`config.mk`:
```
export PLATFORM = sky130hd
export DESIGN_NAME = sd_cmd_scheduler
export DESIGN_NICKNAME = d
export VERILOG_FILES = /design/src/rtl/sd_cmd_scheduler.sv
export SDC_FILE = /design/constraint.sdc
export NUM_CORES = 1
export LEC_CHECK = 0
export ABC_AREA = 1
export CELL_PAD_IN_SITES_DETAIL_PLACEMENT = 1
export CELL_PAD_IN_SITES_GLOBAL_PLACEMENT = 1
export CORE_MARGIN = 10
export CORE_UTILIZATION = 34
export DETAILED_ROUTE_END_ITERATION = 10
export PLACE_DENSITY_LB_ADDON = 0.1
export SETUP_SLACK_MARGIN = 0.2
export SLEW_MARGIN = 20
export SYNTH_ARGS = -nofsm -noshare
export SYNTH_HDL_FRONTEND = slang
export SYNTH_SLANG_ARGS = --single-unit
```
`constraint.sdc`:
```
create_clock -name ex_clk -period 4.9 [get_ports ex_clk]
set_input_delay 1.225 -clock ex_clk [delete_from_list [all_inputs] [get_ports ex_clk]]
set_output_delay 1.225 -clock ex_clk [all_outputs]
set_load 0.1 [all_outputs]
```
`src/rtl/sd_cmd_scheduler.sv`:
```
// sd_cmd_scheduler
//   Arbitrates between two command sources (req0 = init sequencer, req1 = host
//   path), latches the winner's command and response type, and sequences the
//   send and receive engines through SEND -> RESP_WAIT -> RECV -> DONE.
//   Each transaction ends with a one-cycle done pulse and a status code.
//
// Ports
//   ex_clk, reset           clock, asynchronous active-high reset
//   req0/1, cmd0/1, rtype0/1  requests, {index,argument}, response type
//   sd_finished             send engine finished the command
//   sd_receive_started      receive engine saw a response start bit
//   sd_receive_finished     receive engine finished the response
//   crc_response_err        response CRC error (sampled with receive_finished)
//   gnt0/1, done0/1         grant (through DONE) and completion pulse
//   status                  00 OK, 01 CRC error, 10 timeout (held until next done)
//   send_en, receive_en     engine enables
//   R2_response, R3_response  response format hints for the receive engine
//   send_cmd_content        latched command
//   busy                    high whenever not IDLE
//
// Configuration
//   SD_CMD_RETRY_EN  when defined, a CRC error or timeout re-runs the latched
//                    command once before DONE; status reports the retry result.
//
// All outputs come straight from registers loaded from the next-state decode.

module sd_cmd_scheduler #(
  parameter int TIMEOUT_CYCLES = 2048
) (
  input  logic        ex_clk,
  input  logic        reset,
  input  logic        req0,
  input  logic        req1,
  input  logic [37:0] cmd0,
  input  logic [37:0] cmd1,
  input  logic [1:0]  rtype0,
  input  logic [1:0]  rtype1,
  input  logic        sd_finished,
  input  logic        sd_receive_started,
  input  logic        sd_receive_finished,
  input  logic        crc_response_err,
  output logic        gnt0,
  output logic        gnt1,
  output logic        done0,
  output logic        done1,
  output logic [1:0]  status,
  output logic        send_en,
  output logic        receive_en,
  output logic        R2_response,
  output logic        R3_response,
  output logic [37:0] send_cmd_content,
  output logic        busy
);

  typedef enum logic [2:0] {S_IDLE, S_SEND, S_RESP_WAIT, S_RECV, S_DONE} state_t;

  localparam logic [15:0] TO_LAST = 16'(TIMEOUT_CYCLES - 1);

  state_t      r_state, w_next;
  logic        r_sel, w_sel;      // requester owning the current transaction
  logic        r_last;            // last granted requester (round-robin pointer)
  logic [1:0]  r_rtype;
  logic [15:0] r_cnt, w_cnt;
  logic [1:0]  r_status, w_status;
  logic [37:0] r_cmd;
  logic        w_grant;
  logic        w_fail;
  logic [1:0]  w_fail_code;
  logic        r_gnt0, r_gnt1, r_done0, r_done1;
  logic        r_send_en, r_recv_en, r_r2, r_r3, r_busy;
  logic        w_recv_phase;
`ifdef SD_CMD_RETRY_EN
  logic        r_retried, w_retry_set;
`endif

  always_comb begin
    w_next      = r_state;
    w_sel       = r_sel;
    w_cnt       = r_cnt;
    w_status    = r_status;
    w_grant     = 1'b0;
    w_fail      = 1'b0;
    w_fail_code = 2'b00;
`ifdef SD_CMD_RETRY_EN
    w_retry_set = 1'b0;
`endif
    case (r_state)
      S_IDLE: begin
        if (req0 || req1) begin
          w_grant = 1'b1;
          // with both pending, the one not served last wins
          w_sel   = (req0 && req1) ? ~r_last : req1;
          w_next  = S_SEND;
        end
      end
      S_SEND: begin
        if (sd_finished) begin
          if (r_rtype == 2'b00) begin
            w_next   = S_DONE;
            w_status = 2'b00;
          end else begin
            w_next = S_RESP_WAIT;
            w_cnt  = '0;
          end
        end
      end
      S_RESP_WAIT: begin
        // a start bit seen on the timeout cycle still counts as a response
        if (sd_receive_started) begin
          w_next = S_RECV;
        end else if (r_cnt == TO_LAST) begin
          w_fail      = 1'b1;
          w_fail_code = 2'b10;
        end else begin
          w_cnt = r_cnt + 16'd1;
        end
      end
      S_RECV: begin
        if (sd_receive_finished) begin
          // R3 carries no valid CRC, so its CRC flag is ignored
          if (crc_response_err && (r_rtype != 2'b11)) begin
            w_fail      = 1'b1;
            w_fail_code = 2'b01;
          end else begin
            w_next   = S_DONE;
            w_status = 2'b00;
          end
        end
      end
      S_DONE:  w_next = S_IDLE;
      default: w_next = S_IDLE;
    endcase

    if (w_fail) begin
`ifdef SD_CMD_RETRY_EN
      if (!r_retried) begin
        w_next      = S_SEND;
        w_retry_set = 1'b1;
      end else begin
        w_next   = S_DONE;
        w_status = w_fail_code;
      end
`else
      w_next   = S_DONE;
      w_status = w_fail_code;
`endif
    end
  end

  assign w_recv_phase = (w_next == S_RESP_WAIT) || (w_next == S_RECV);

  always_ff @(posedge ex_clk or posedge reset) begin
    if (reset) begin
      r_state   <= S_IDLE;
      r_sel     <= 1'b0;
      r_last    <= 1'b1;
      r_rtype   <= 2'b00;
      r_cnt     <= '0;
      r_status  <= 2'b00;
      r_cmd     <= '0;
      r_gnt0    <= 1'b0;
      r_gnt1    <= 1'b0;
      r_done0   <= 1'b0;
      r_done1   <= 1'b0;
      r_send_en <= 1'b0;
      r_recv_en <= 1'b0;
      r_r2      <= 1'b0;
      r_r3      <= 1'b0;
      r_busy    <= 1'b0;
    end else begin
      r_state  <= w_next;
      r_cnt    <= w_cnt;
      r_status <= w_status;
      if (w_grant) begin
        r_sel   <= w_sel;
        r_last  <= w_sel;
        r_cmd   <= w_sel ? cmd1 : cmd0;
        r_rtype <= w_sel ? rtype1 : rtype0;
      end
      r_gnt0    <= (w_next != S_IDLE) && !w_sel;
      r_gnt1    <= (w_next != S_IDLE) &&  w_sel;
      r_done0   <= (w_next == S_DONE) && !w_sel;
      r_done1   <= (w_next == S_DONE) &&  w_sel;
      r_send_en <= (w_next == S_SEND);
      r_recv_en <= w_recv_phase;
      r_r2      <= w_recv_phase && (r_rtype == 2'b10);
      r_r3      <= w_recv_phase && (r_rtype == 2'b11);
      r_busy    <= (w_next != S_IDLE);
    end
  end

`ifdef SD_CMD_RETRY_EN
  always_ff @(posedge ex_clk or posedge reset) begin
    if (reset)            r_retried <= 1'b0;
    else if (w_grant)     r_retried <= 1'b0;
    else if (w_retry_set) r_retried <= 1'b1;
  end
`endif

  assign gnt0             = r_gnt0;
  assign gnt1             = r_gnt1;
  assign done0            = r_done0;
  assign done1            = r_done1;
  assign status           = r_status;
  assign send_en          = r_send_en;
  assign receive_en       = r_recv_en;
  assign R2_response      = r_r2;
  assign R3_response      = r_r3;
  assign send_cmd_content = r_cmd;
  assign busy             = r_busy;

endmodule
```
==> summary.txt <==
Run status
  • Status: complete, no violations

Clock tree
  • TritonCTS clock tree: built
  • CTS clk-pin slew, worst paths: 0.08 ns
  • Clk buf depth: 2
  • Setup bufs post-CTS: 0
  • Clock Latency Late Sink: 0.35 ns
  • CTS Buf Count: 9
  • Post_cts resized: 0
  • CTS Hold Buffers Added: 0
  • Root Buffer: clkbuf_8
  • H-tree level count: 3
  • Sinks on Clock Net: 72

Critical path
  • CP peak stage delay: 1.17 ns
  • Worst setup path start: send_cmd_content[10]
  • Kind of critical path: reg2out
  • Crit path depth: 1
  • Req. time, crit path: 3.67 ns
  • Worst path slowest cell: clkdlybuf4s50_1
  • Worst-path fanout max: 2
  • R2r worst-path depth: 7
  • Crit path capture type: output pin
  • Worst reg2reg endpoint: send_cmd_content[2]
  • Startpoint types: flip-flop
  • Critical-path cell list: clkdlybuf4s50_1
  • Critical path's top delay family: buffers and inverters
  • Reg-to-reg slack, setup: between 2 and 3 ns
  • Worst setup endpoint: send_cmd_content[10]
  • RR Startpoint: r_state[0]
  • Buf/Inv on CP: 1
  • Data arrival, critical path: ~1.9 ns

STA
  • Endpoints failing setup: 0
  • Worst slew pin tran: 1.05 ns
  • Hold Vio Cnt, Final: 0
  • Max Fclk: 0.320 GHz
  • Worst Clk Skew: 0.00933 ns
  • Setup TNS: 0 ns
  • Slew headroom: 0.301
  • Slew Viols, Final: 0
  • Post-route clock period utilization: 0.637
  • Setup repair after global routing missed its margin: no
  • Post-route minimum period: roughly 3.1 ns

Route
  • Routed WL per cell: 16.3 um
  • Initial DRC Count: 167
  • Vias/cell: 4.72
  • ANT nets after route: 0
  • DRT Pass-1 Iters: 4
  • Post-Route WL: 12,800 um
  • Via Count: 3,693
  • DR DRC count: 0

Global routing
  • Initial antenna violation count: 0
  • Largest net degree at the start of global routing: 49
  • Vias in the first global route: 4,200
  • Total global routing overflow: 0
  • First-pass GRT wire length: roughly 21,000 um
  • GRT Resource Usage Total: 0.164

Final layout
  • Layout cell share with drive strength beyond 1: 0.0747
  • Most common library cell in the layout ignoring fill and taps: nand2_1
  • Post-route cell area: roughly 0.0054 mm2
  • Nets: approximately 730
  • Commonest non-fill, non-tap cells in the layout: 161 x nand2_1, 136 x clkdlybuf4s50_1, 78 x nor2_1
  • # diodes: 0
  • Area delta synth->final: 44.5%

Hold path
  • Hold Path Depth: 2
  • Hold Crit Class: reg2reg

Logic synthesis
  • FFs w/ async S/R, synth: 1.00
  • Post-synthesis instance area: 0.00375 mm2
  • Primary FF master, synth: dfrtp_1
  • Synthesized flop and latch total: 72
  • Cell taking the most area after synthesis: dfrtp_1
  • Synthesized Nets: about 600
  • EDFF count, synth: 0
  • Synth top area share: 0.474
  • Seq/Total Area, Yosys: 0.481
  • Top post-synthesis cells by area: dfrtp_1 47%, nand2_1 16%, nor2_1 7.8%
  • Mapped Cells: 505
  • Netlist cell types: 33
  • Yosys warns: 0
  • Avg Cell Area, Syn: 7.42 um2

Power and ir drop
  • Combinational Power Share: 0.658
  • Cell Pwr Density: 784 mW/mm2
  • Sw Share: 0.602
  • Seq pwr share: 0.224
  • Clk pwr share: 0.117
  • Max IR drop VDD: 0.338 mV
  • P_int: 1690 uW
  • Leakage: around 0.0026 uW
  • P_sw: 2560 uW

Placement
  • DP HPWL: 9830 um
  • Placed cell area: 0.00521 mm2
  • Final Wtd Congestion: 0.851
  • Port Buffer Count: 136

Job
  • Max-cap violations: 0

Die
  • Site Rows: 38
  • Initial Util: 0.347
  • Die span in x: 125 um
  • Die area: 0.0156 mm2
  • Die H: 125 um
  • IO Pins: 137
  • Placeable Area: between 0.01 and 0.015 mm2
area by class of cell:
class / count / area [um2]
Clock buffer: 9 / 124
Clock inverter: 7 / 80.1
Fill cell: 1327 / 5380
Inverter: 58 / 224
Multi-Input combinational cell: 356 / 1610
Sequential cell: 72 / 1800
Tap cell: 140 / 175
Timing Repair Buffer: 141 / 1400
worst reg2reg max path, stage by stage (launching register included):
cell and delay [ns]:
dfrtp_1 0.42, nor2_2 0.20, nand3_1 0.32, nand2_1 0.17
nand2_2 0.21, inv_2 0.49, nor2_1 0.11, o21ai_1 0.15
sequential cells by signal (all words and copies together) (netlist names):
register,cells
send_cmd_content,38
r_cnt,16
r_state,3
r_rtype,2
status,2
R2_response,1
R3_response,1
busy,1
done0,1
done1,1
gnt0,1
gnt1,1
r_last,1
r_sel,1
receive_en,1
send_en,1
cells in the mapped netlist, types with 2 or more instances:
cell type / instances
dfrtp_1: 71
inv_2: 5
buf_4: 3
o21ai_2: 5
nand3_1: 14
xor2_1: 10
nand4_1: 5
o21ai_1: 39
nand2_1: 161
nor2_1: 78
buf_2: 7
nand2_2: 6
clkbuf_1: 6
o21ai_0: 20
nor2_2: 3
a21oi_1: 3
inv_1: 52
nor3_1: 2
logic make-up after synthesis:
| group | count (synthesis) | share of synthesized area |
|---|---|---|
| buffers and inverters | 77 | 0.0892 |
| adder cells (fa/ha/maj) | 1 | 0.00334 |
| AO/OA/AOI/OAI | 71 | 0.102 |
| XOR/XNOR | 11 | 0.0257 |
| flip-flops | 72 | 0.481 |
| AND/OR/NAND/NOR | 273 | 0.298 |
stage by stage:
stage                      util  total power [uW]  hold slack, ns  cells  worst slack (ns)
after floorplan               -              3080           0.450    505              1.85
after global placement    0.483              3740           0.460    767              1.68
after detailed placement  0.483              3790           0.468    767              1.56
after CTS                 0.502              4300           0.489    783              1.75
after global routing      0.502              4510           0.528    783              1.72
final                     0.502              4250           0.479    783              1.78
per-layer routing:
metal / GRT usage / vias up / routed length (um)
li1: - / 1814 / -
met1: 0.183 / 1788 / 5350
met2: 0.289 / 76 / 6390
met3: 0.0532 / 15 / 839
met4: 0.0522 / 0 / 202
met5: 0 / - / 0
how the worst min path moves through the flow:
| stage | start | end | slack [ns] |
|---|---|---|---|
| 6_report | status[1] | status[1] | 0.48 |
| 5_1_grt | send_cmd_content[14] | send_cmd_content[14] | 0.53 |
| 4_1_cts | status[1] | status[1] | 0.49 |
| 3_5_place_dp | status[1] | status[1] | 0.47 |
| 3_3_place_gp | status[1] | status[1] | 0.46 |
| 2_1_floorplan | r_rtype[0] | R2_response | 0.45 |
power groups by stage:
stage | sequential [uW] | combinational, uW | clock [uW]
floorplan | 2270 | 808 | 0
global placement | 955 | 2780 | 0
detailed placement | 963 | 2830 | 0
CTS | 956 | 2840 | 511
global route | 981 | 2990 | 539
finish | 953 | 2800 | 498
Note: power is estimated with default switching activity, not from simulation.
